**config.mk**
```make
export PLATFORM = sky130hd
export DESIGN_NAME = s2p_scan_ctrl
export DESIGN_NICKNAME = d
export VERILOG_FILES = /design/src/rtl/s2p_pkg.sv /design/src/rtl/s2p_frame_filter.sv /design/src/rtl/s2p_scan_ctrl.sv
export SDC_FILE = /design/constraint.sdc
export NUM_CORES = 1
export LEC_CHECK = 0
export ABC_AREA = 1
export CORE_ASPECT_RATIO = 1.25
export CORE_UTILIZATION = 59
export DETAILED_ROUTE_END_ITERATION = 10
export DONT_BUFFER_PORTS = 1
export HOLD_SLACK_MARGIN = 0.12
export PLACE_DENSITY = 0.79
export SLEW_MARGIN = 40
export SYNTH_ARGS = -nofsm -noshare
export SYNTH_HDL_FRONTEND = slang
export SYNTH_SLANG_ARGS = --single-unit
```
**constraint.sdc**
```tcl
create_clock -name clk -period 24.1 [get_ports clk]
set_clock_uncertainty 0.05 [all_clocks]
set_input_delay 4.82 -clock clk [delete_from_list [all_inputs] [get_ports clk]]
set_output_delay 4.82 -clock clk [all_outputs]
set_load 0.005 [all_outputs]
```
**src/rtl/s2p_pkg.sv**
```systemverilog
// Shared definitions for the serial-to-parallel scan controller: FSM encoding
// and the width helper used to size its counters.
package s2p_pkg;

    typedef enum logic [1:0] {
        ST_IDLE  = 2'd0,
        ST_LOAD  = 2'd1,
        ST_SHIFT = 2'd2,
        ST_CHECK = 2'd3
    } scan_state_e;

    // Bits needed to hold values 0..n-1, never less than one.
    function automatic int unsigned clogb2(input int unsigned n);
        int unsigned w;
        w = 32'd1;
        for (int unsigned i = 32'd1; i < 32'd32; i++) begin
            if ((32'd1 << i) < n) begin
                w = i + 32'd1;
            end
        end
        return w;
    endfunction

endpackage

```
**src/rtl/s2p_frame_filter.sv**
```systemverilog
// Per-chain frame filter: debounces consecutive identical frames, commits the
// stable value and flags a change against the previously committed value.
module s2p_frame_filter
    import s2p_pkg::*;
#(
    parameter int NBIT = 64,
    parameter int FILT = 2
) (
    input  logic            clk,
    input  logic            warm_rst,
    input  logic            cold_rst,
    input  logic            check_i,
    input  logic [NBIT-1:0] shadow_i,
    output logic [NBIT-1:0] po_o,
    output logic            chg_o,
    output logic            commit_o
);

    localparam int CW = clogb2(FILT);
    localparam logic [CW-1:0] CNT_MAX = CW'(FILT - 1);

    logic [NBIT-1:0] prev_q, prev_d;
    logic [NBIT-1:0] po_q, po_d;
    logic [CW-1:0]   cnt_q, cnt_d;
    logic            first_q, first_d;
    logic            chg_q, chg_d;
    logic            commit_s;

    // Match counting on the CHECK strobe; commit once the count sits at FILT-1.
    always_comb begin
        prev_d   = prev_q;
        cnt_d    = cnt_q;
        po_d     = po_q;
        first_d  = first_q;
        chg_d    = 1'b0;
        commit_s = 1'b0;
        if (check_i) begin
            prev_d = shadow_i;
            if (shadow_i == prev_q) begin
                if (cnt_q == CNT_MAX) begin
                    cnt_d = CNT_MAX;
                end else begin
                    cnt_d = cnt_q + CW'(1);
                end
            end else begin
                cnt_d = '0;
            end
            if (cnt_d == CNT_MAX) begin
                commit_s = 1'b1;
                po_d     = shadow_i;
                first_d  = 1'b0;
                // The first commit after cold reset has nothing meaningful to compare against.
                chg_d    = ~first_q & (shadow_i != po_q);
            end else begin
                commit_s = 1'b0;
            end
        end else begin
            commit_s = 1'b0;
        end
    end

    // Scan-engine side state, cleared by warm reset.
    always_ff @(posedge clk or posedge warm_rst) begin
        if (warm_rst) begin
            prev_q <= '0;
            cnt_q  <= '0;
            chg_q  <= 1'b0;
        end else begin
            prev_q <= prev_d;
            cnt_q  <= cnt_d;
            chg_q  <= chg_d;
        end
    end

    // Committed value, owned by the cold-reset domain.
    always_ff @(posedge clk or posedge cold_rst) begin
        if (cold_rst) begin
            po_q    <= '0;
            first_q <= 1'b1;
        end else begin
            po_q    <= po_d;
            first_q <= first_d;
        end
    end

    assign po_o     = po_q;
    assign chg_o    = chg_q;
    assign commit_o = commit_s;

endmodule

```
**src/rtl/s2p_scan_ctrl.sv**
```systemverilog
// Scan engine driving shared sclk/sld_n to NCH external shift chains, capturing
// each frame into a shadow register and handing it to per-chain filters.
module s2p_scan_ctrl
    import s2p_pkg::*;
#(
    parameter int NBIT = 64,
    parameter int NCH  = 2,
    parameter int DIV  = 4,
    parameter int FILT = 2
) (
    input  logic                clk,
    input  logic                warm_rst,
    input  logic                cold_rst,
    input  logic                en,
    input  logic [NCH-1:0]      si,
    output logic                sclk,
    output logic                sld_n,
    output logic [NCH*NBIT-1:0] po,
    output logic                po_valid,
    output logic                frame_done,
    output logic [NCH-1:0]      chg
);

    localparam int HW = clogb2(DIV);
    localparam int BW = clogb2(NBIT);
    localparam logic [HW-1:0] HALF_MAX = HW'(DIV - 1);
    localparam logic [BW-1:0] BIT_MAX  = BW'(NBIT - 1);

    scan_state_e state_q, state_d;
    logic [HW-1:0] half_q, half_d;
    logic [BW-1:0] bit_q, bit_d;
    logic          ph_q, ph_d;
    logic          sclk_q, sclk_d;
    logic          sld_n_q, sld_n_d;
    logic          done_q, done_d;
    logic          capture_s;
    logic [NCH-1:0] sync1_q, sync2_q;
    logic [NCH-1:0][NBIT-1:0] shadow_q;
    logic [NCH-1:0] commit_s;
    logic          po_valid_q;

    // Next-state logic; ph_q marks the second half-period of LOAD.
    always_comb begin
        state_d   = state_q;
        half_d    = half_q;
        bit_d     = bit_q;
        ph_d      = ph_q;
        sclk_d    = 1'b0;
        sld_n_d   = 1'b1;
        done_d    = 1'b0;
        capture_s = 1'b0;
        case (state_q)
            ST_IDLE: begin
                if (en) begin
                    state_d = ST_LOAD;
                    half_d  = '0;
                    ph_d    = 1'b0;
                    sld_n_d = 1'b0;
                end else begin
                    state_d = ST_IDLE;
                end
            end
            ST_LOAD: begin
                sld_n_d = 1'b0;
                if (half_q == HALF_MAX) begin
                    half_d = '0;
                    if (ph_q) begin
                        state_d = ST_SHIFT;
                        ph_d    = 1'b0;
                        bit_d   = '0;
                        sld_n_d = 1'b1;
                    end else begin
                        ph_d = 1'b1;
                    end
                end else begin
                    half_d = half_q + HW'(1);
                end
            end
            ST_SHIFT: begin
                sclk_d = sclk_q;
                if (half_q == HALF_MAX) begin
                    half_d = '0;
                    if (!sclk_q) begin
                        sclk_d    = 1'b1;
                        capture_s = 1'b1;
                    end else begin
                        sclk_d = 1'b0;
                        if (bit_q == BIT_MAX) begin
                            state_d = ST_CHECK;
                            done_d  = 1'b1;
                        end else begin
                            bit_d = bit_q + BW'(1);
                        end
                    end
                end else begin
                    half_d = half_q + HW'(1);
                end
            end
            ST_CHECK: begin
                if (en) begin
                    state_d = ST_LOAD;
                    half_d  = '0;
                    ph_d    = 1'b0;
                    sld_n_d = 1'b0;
                end else begin
                    state_d = ST_IDLE;
                end
            end
            default: begin
                state_d = ST_IDLE;
            end
        endcase
    end

    // FSM, pacing counters and registered strobes.
    always_ff @(posedge clk or posedge warm_rst) begin
        if (warm_rst) begin
            state_q <= ST_IDLE;
            half_q  <= '0;
            bit_q   <= '0;
            ph_q    <= 1'b0;
            sclk_q  <= 1'b0;
            sld_n_q <= 1'b1;
            done_q  <= 1'b0;
        end else begin
            state_q <= state_d;
            half_q  <= half_d;
            bit_q   <= bit_d;
            ph_q    <= ph_d;
            sclk_q  <= sclk_d;
            sld_n_q <= sld_n_d;
            done_q  <= done_d;
        end
    end

    // Two-flop synchroniser for the asynchronous serial inputs.
    always_ff @(posedge clk or posedge warm_rst) begin
        if (warm_rst) begin
            sync1_q <= '0;
            sync2_q <= '0;
        end else begin
            sync1_q <= si;
            sync2_q <= sync1_q;
        end
    end

    // Bit k lands in the shadow on the clk edge that raises sclk for the k-th time.
    always_ff @(posedge clk or posedge warm_rst) begin
        if (warm_rst) begin
            shadow_q <= '0;
        end else if (capture_s) begin
            for (int c = 0; c < NCH; c++) begin
                shadow_q[c][bit_q] <= sync2_q[c];
            end
        end
    end

    for (genvar c = 0; c < NCH; c++) begin : g_chain
        s2p_frame_filter #(
            .NBIT (NBIT),
            .FILT (FILT)
        ) u_filter (
            .clk      (clk),
            .warm_rst (warm_rst),
            .cold_rst (cold_rst),
            .check_i  (done_q),
            .shadow_i (shadow_q[c]),
            .po_o     (po[c*NBIT +: NBIT]),
            .chg_o    (chg[c]),
            .commit_o (commit_s[c])
        );
    end

    // Sticky valid flag, cleared only with the committed data.
    always_ff @(posedge clk or posedge cold_rst) begin
        if (cold_rst) begin
            po_valid_q <= 1'b0;
        end else if (|commit_s) begin
            po_valid_q <= 1'b1;
        end
    end

    assign sclk       = sclk_q;
    assign sld_n      = sld_n_q;
    assign frame_done = done_q;
    assign po_valid   = po_valid_q;

endmodule

```
==> results of run 1 <==
==> worst max-delay path by stage <==
stage	to	slack [ns]	depth (start not counted)
2_1_floorplan	bit_q[0]	11.62	1
3_3_place_gp	frame_done	17.72	2
3_5_place_dp	frame_done	17.78	3
4_1_cts	frame_done	17.90	0
5_1_grt	frame_done	17.85	0
6_report	frame_done	17.92	0
==> cells by family after synthesis <==
kind of cell | after synthesis | share of synthesized area, %
multiplexers | 14 | 0.804
XOR/XNOR | 127 | 5.67
flip-flops | 407 | 51.9
buffers and inverters | 317 | 6.38
adder cells (fa/ha/maj) | 5 | 0.319
AND/OR/NAND/NOR | 1272 | 26.8
AO/OA/AOI/OAI | 311 | 8.08
==> final cells by class <==
| class | instances | area [µm²] |
|---|---|---|
| Fill cell | 2666 | 11400 |
| Sequential cell | 407 | 10200 |
| Multi-Input combinational cell | 1729 | 8250 |
| Clock buffer | 65 | 1250 |
| Inverter | 218 | 831 |
| Tap cell | 418 | 523 |
| Timing Repair Buffer | 15 | 153 |
| Clock inverter | 9 | 73.8 |
==> registers in the layout (all words and copies together), names as in the netlist, 6 cells and up <==
name and flops:
g_chain.u_filter.po_o 128, g_chain.u_filter.prev_q 128, shadow_q 128, bit_q 6
==> synth_stat cells, types with 15 or more instances <==
master      n  area share (%)
nand2_1   913              17
dfrtp_1   404              52
o21ai_0   245             6.3
inv_1     213             4.1
nor2_1    198             3.8
nand4_1   128             4.1
xor2_1    108             4.8
clkbuf_1   52             1.0
buf_2      43             1.1
a21oi_1    26            0.66
o21ai_1    26            0.66
xnor2_1    19            0.85
nand3_1    15            0.38
==> metal layers <==
metal / part of all wire, % / track usage, % / vias up
met5: 0 / 0 / -
met1: 41 / 42.6 / 7576
met2: 47 / 50.4 / 562
met3: 6.3 / 4.52 / 130
li1: - / - / 7712
met4: 5.2 / 16.4 / 0
==> power by group through the flow <==
stage,registers (mW),clock network (mW),logic [mW]
2_1_floorplan,0.718,0,0.0822
3_3_place_gp,0.724,0,0.102
3_5_place_dp,0.724,0,0.106
4_1_cts,0.711,0.637,0.107
5_1_grt,0.713,0.663,0.123
6_report,0.712,0.626,0.107
==> worst register-to-register path, delay by kind of cell (launching register included) <==
kind,cells,cell delay [ns]
simple gates,9,1.40
buf+inv,2,0.86
flops,1,0.77
==> summary.md, run 1 <==
| Metric | Value |
|---|---|
| Max_slew headroom | between 40% and 50% |
| CTS buffer count | 41 |
| Worst r2r dst | g_chain[1].u_filter.po_o[58] |
| R2R Path Start | frame_done |
| Tot Pwr | 1.44 mW |
| Post-CTS Resized | 0 |
| Number of global-route vias before repair | roughly 15,000 |
| Crit path launch type | register |
| # diodes | 0 |
| LEAKAGE | 11.0 nW |
| Sequential element share of the synthesized area | between 50 and 60% |
| Clk sinks | approximately 400 |
| Hold_sp | sync1_q[1] |
| Largest net degree at the start of global routing | roughly 110 |
| Final Cell Area | ~0.021 mm² |
| Kind of end point of the critical path | output port |
| Clock network power share | between 40% and 50% |
| I/O pin total | between 100 and 150 |
| Setup repair bufs after CTS | 0 |
| Async set-or-reset flop fraction in the synthesized netlist | between 90% and 100% |
| H-tree levels | 2 |
| Tcrit/Tclk final | approximately a quarter |
| Root Driver | clkbuf_16 |
| Hold Crit Depth | 0 |
| Post-layout util | approximately 65% |
| Routed via count | ~16,000 |
| Layout net count | between 2,000 and 2,500 |
| Final HPWL DP | roughly 37 mm |
| Routability cong. | just under 0.9 |
| Skew-Pair Late Insertion Delay | roughly 0.54 ns |
| DR pass1 iterations | 6 |
| CTS clk-pin slew, worst paths | approximately 0.06 ns |
| Final cell count without fillers | ~2,900 |
| Fin crit period | about 6.2 ns |
| Required @ worst endpoint | slightly below 20 ns |
| Most frequent cells in the layout | nand2_1, dfrtp_1, o21ai_0 |
| Die footprint | approximately 0.034 mm² |
| Max Fclk | 162 MHz |
| Unrepaired setup endpoints after global routing | no |
| Most common cell after layout, fill and taps aside | nand2_1 |
| Most used DFF post-synth | dfrtp_1 |
| Antenna violations before repair | 0 |
| Area Growth Syn to Fin | 8.45% |
| First-pass GRT wire length | just over 80 mm |
| Hold Path End | sync2_q[1] |
| Switching share of power | between 20% and 30% |
| Drt via density | 5.59 |
| Number of flops mapped to enable cells by yosys | 0 |
| Rows | 74 |
| Fin. Hold Viols | 0 |
| Mapped Cells | around 2,500 |
| CTS tree | done |
| Crit path max fanout | around 50 |
| Gate power share | under 10% |
| Drt total wl | ~52 mm |
| Sequential share of power | about 49% |
| PwrDens | 67.9 mW/mm² |
| Least-Margin Pin Slew | a little over 0.8 ns |
| Area after DPL | roughly 0.020 mm² |
| Distinct cells, synth | 33 |
| #FFs+latches synth | 407 |
| # setup viols final | 0 |
| CP Launch Point | frame_done |
| Initial Util | approximately 60% |
| Core box area | roughly 0.033 mm² |
| Fin worst setup slack | 17.92 ns |
| Wire per inst | around 18 µm |
| Cell area after synthesis | roughly 0.02 mm² |
| Iter 0 DRT Violations | roughly 1,600 |
| Placed instance count | 2,787 |
| Status | complete, no violations |
| Syn_nets | roughly 2,500 |
| P_sw | 0.356 mW |
| Max Slew Vio Count | 0 |
| Max clock buf depth | 3 |
| Tot GR Track Use | about a third |
| Cell Int Power | ~1.1 mW |
| Crit path DAT | ~1.3 ns |
| Avg Cell Area, Syn | between 7 and 8 µm² |
| Port Buffers | 0 |
| Layout cells sized above 1 | 4.95% |
| Remaining antenna violation count after routing | 0 |
| DRC Markers | 0 |
| Synth warn | 0 |
| Final hold slack | about 0.3 ns |
| Die Width | 165 µm |
| IR Drop Worst-Case VDD | approximately 0.000058 V |
| Cts hold-fix bufs | 0 |
| Tightest Hold Check Type | register to register |
| Worst slack at placement | approximately 18 ns |
| Setup TNS | 0 ns |
| Die Y | a little over 200 µm |
| Grt ovf | 0 |
| R2R Setup Slk | 20.91 ns |
| CP Class | register to output port |
| Reg2Reg Depth | 11 |
| Max-cap violations | 0 |
(Power assumes the default switching activity.)
==> run 2: changes to the inputs <==
--- a/config.mk
+++ b/config.mk
@@ -5,13 +5,13 @@
 export SDC_FILE = /design/constraint.sdc
 export NUM_CORES = 1
 export LEC_CHECK = 0
-export ABC_AREA = 1
+export ABC_AREA = 0
 export CORE_ASPECT_RATIO = 1.25
-export CORE_UTILIZATION = 59
+export CORE_UTILIZATION = 58
 export DETAILED_ROUTE_END_ITERATION = 10
 export DONT_BUFFER_PORTS = 1
 export HOLD_SLACK_MARGIN = 0.12
-export PLACE_DENSITY = 0.79
+export PLACE_DENSITY = 0.8
 export SLEW_MARGIN = 40
 export SYNTH_ARGS = -nofsm -noshare
 export SYNTH_HDL_FRONTEND = slang
==> constraint.sdc (replaced) <==
create_clock -name clk -period 5.57 [get_ports clk]
set_clock_uncertainty 0.05 [all_clocks]
set_input_delay 1.114 -clock clk [delete_from_list [all_inputs] [get_ports clk]]
set_output_delay 1.114 -clock clk [all_outputs]
set_load 0.005 [all_outputs]
==> summary.md, run 2 <==
| Metric | Value |
|---|---|
| Top cell type by total area after synthesis | dfrtp_1 |
| Hold Crit Depth | 0 |
| Required @ worst endpoint | roughly 5.9 ns |
| Grt ovf | 0 |
| Worst-path cell chain | xor2_1 > nor4_1 > nand4_1 > nor4_1 > and3_2 > buf_4 > mux2_2 |
| Delay of the slowest cell on the worst path | 0.62 ns |
| Die Y | between 200 and 250 µm |
| #FFs+latches synth | 407 |
| Most common cell after layout, fill and taps aside | dfrtp_1 |
| Setup TNS | 0 ns |
| Hold Path End | sync2_q[0] |
| CTS buffer count | 39 |
| Iter 0 DRT Violations | slightly below 900 |
| Top cells by instance count after synthesis | dfrtp_1, mux2_2, xor2_1 |
| Antenna violations before repair | 0 |
| Top cell type's share of synthesized area | a little over half |
| Synth top area cells | dfrtp_1, mux2_2, xor2_1, mux2_1, nor4_1 |
| Clk sinks | roughly 410 |
| Skew-Pair Late Insertion Delay | roughly 0.53 ns |
| Fin crit period | about 3.4 ns |
| Tot GR Track Use | around 29% |
| Wire per inst | 24.5 µm |
| Layout net count | about 1,400 |
| Mapped Cells | ~1,400 |
| Area occupied by multi-input gates | between 0.007 and 0.008 mm² |
| CP dominant cell by count | nor4_1 |
| Remaining antenna violation count after routing | 0 |
| Async set-or-reset flop fraction in the synthesized netlist | 100% |
| Tightest Hold Check Type | register to register |
| Setup repair bufs after CTS | 0 |
| Syn_nets | 1,451 |
| PwrDens | 286 mW/mm² |
| Tcrit/Tclk final | approximately three fifths |
| Number of flops mapped to enable cells by yosys | 0 |
| Die footprint | between 0.03 and 0.04 mm² |
| DRC Markers | 0 |
| Layout cells sized above 1 | a little over a quarter |
| Library cell with the highest instance count after synthesis | dfrtp_1 |
| Crit path launch type | register |
| Cell area after synthesis | 0.0185 mm² |
| Least-Margin Pin Slew | about 0.76 ns |
| Crit path DAT | 3.77 ns |
| Largest net degree at the start of global routing | approximately 130 |
| Root Driver | clkbuf_16 |
| Crit path buf inv count | 1 |
| # setup viols final | 0 |
| Max Slew Vio Count | 0 |
| CTS clk-pin slew, worst paths | approximately 0.060 ns |
| I/O pin total | between 100 and 150 |
| Max_slew headroom | 48.8% |
| Avg Cell Area, Syn | 12.8 µm² |
| Worst path slowest cell | buf_4 |
| Reg2Reg Depth | 7 |
| Initial Util | about 59% |
| Drt via density | between 6 and 7 |
| Worst r2r dst | g_chain[1].u_filter.po_o[9] |
| Crit path max fanout | 49 |
| Max clock buf depth | 3 |
| CP Class | register to register |
| Area Growth Syn to Fin | 9.37% |
| Fillcell total | 2,352 |
| Sequential element share of the synthesized area | a little under three fifths |
| Crit-path leading delay family | simple AND/OR/NAND/NOR gates |
| Unrepaired setup endpoints after global routing | no |
| R2R Path Start | shadow_q[107] |
| Distinct cells, synth | 48 |
| Number of global-route vias before repair | between 10,000 and 15,000 |
| FF/Latch Area | roughly 0.010 mm² |
| Final HPWL DP | between 30 and 40 mm |
| Die Width | around 160 µm |
| Post-CTS Resized | 0 |
| Max Fclk | ~290 MHz |
| Most frequent cells in the layout | dfrtp_1, mux2_2, xor2_1 |
| Synth warn | 0 |
| # diodes | 0 |
| Max-cap violations | 0 |
| IR Drop Worst-Case VDD | between 0.0002 and 0.00025 V |
| CTS tree | done |
| First-pass GRT wire length | approximately 70 mm |
| DR pass1 iterations | 5 |
| R2R Setup Slk | between 2 and 2.5 ns |
| Most used DFF post-synth | dfrtp_1 |
| Final Cell Area | ~0.020 mm² |
| Status | complete, no violations |
| Hold_sp | sync1_q[0] |
| Fin. Hold Viols | 0 |
| H-tree levels | 2 |
| Worst path depth | 7 |
| Rows | just over 70 |
| Kind of end point of the critical path | register |
| Routability cong. | ~0.94 |
| Drt total wl | between 40 and 50 mm |
| Area after DPL | 0.0189 mm² |
| Cts hold-fix bufs | 0 |
| LEAKAGE | 10.7 nW |
| Port Buffers | 0 |
| Routed via count | ~11,000 |
| Core box area | roughly 0.031 mm² |
[run 2: cell count changes after synthesis, moves of 15 or more]
cell	previous run	this run
buf_2	43	10
mux2_1	0	38
mux2_2	14	314
o21ai_0	245	42
nand2_1	913	59
nand4_1	128	23
a21oi_1	26	5
o21ai_1	26	0
nand2b_1	0	17
inv_1	213	46
nor2_1	198	66
clkbuf_1	52	37
nor4_1	0	53
xor2_1	108	189
[run 2: worst max-delay path by stage]
stage                  startpoint                            to  slack, ns
floorplan                warm_rst                      bit_q[0]       0.76
global placement       frame_done  g_chain[0].u_filter.po_o[61]       2.12
detailed placement  shadow_q[107]   g_chain[1].u_filter.po_o[6]       2.20
CTS                 shadow_q[107]   g_chain[1].u_filter.po_o[9]       2.16
global route        shadow_q[107]  g_chain[1].u_filter.po_o[35]       1.98
finish              shadow_q[107]   g_chain[1].u_filter.po_o[9]       2.15
[run 2: cell type report]
| type | instances | share of cell area, % |
|---|---|---|
| clock inverters | 7 | 0.545 |
| flip-flops and latches | 407 | 50.4 |
| inverters | 46 | 0.910 |
| clock buffers | 62 | 5.86 |
| multi-input cells | 929 | 39.0 |
| repair buffers | 12 | 0.762 |
| well taps | 407 | 2.52 |
[run 2: metal layers]
layer	vias to the layer above	global-route usage (%)	share of wire (%)
li1	5029	-	-
met1	5830	37.2	41
met2	365	47.4	49
met3	93	5.90	6.5
met4	0	11.9	4.2
met5	-	0	0
[run 2: worst reg2reg max path, stage by stage (launching register included)]
cell and delay [ns]:
dfrtp_1 0.46, xor2_1 0.19, nor4_1 0.42, nand4_1 0.28, nor4_1 0.30, and3_2 0.51
buf_4 0.63, mux2_2 0.45
[run 2: logic make-up (layout without fill, tap and decap cells)]
logic type	count (synthesis)	count (layout)	synth area share (%)
AND/OR/NAND/NOR	265	265	7.21
multiplexers	354	354	21.6
buffers and inverters	104	127	2.40
XOR/XNOR	217	217	10.3
flip-flops	407	407	55.1
adder cells (fa/ha/maj)	5	5	0.339
AO/OA/AOI/OAI	88	88	3.05
[run 2: power by group]
part / switching, mW / total [mW] / internal (mW)
logic: 0.0856 / 0.106 / 0.0203
registers: 0.0102 / 2.97 / 2.96
clock network: 1.10 / 2.70 / 1.60
total: 1.20 / 5.78 / 4.58
[run 2: stage by stage]
stage	power (mW)	utilization, %	instances	hold slack, ns	setup WS, ns
after floorplan	3.09	-	1440	0.281	0.755
after global placement	3.13	60.4	1799	0.284	2.12
after detailed placement	3.14	60.6	1801	0.290	2.20
after CTS	5.81	64.8	1870	0.306	2.16
after global routing	5.93	64.8	1870	0.321	1.98
final	5.78	64.8	1870	0.305	2.15
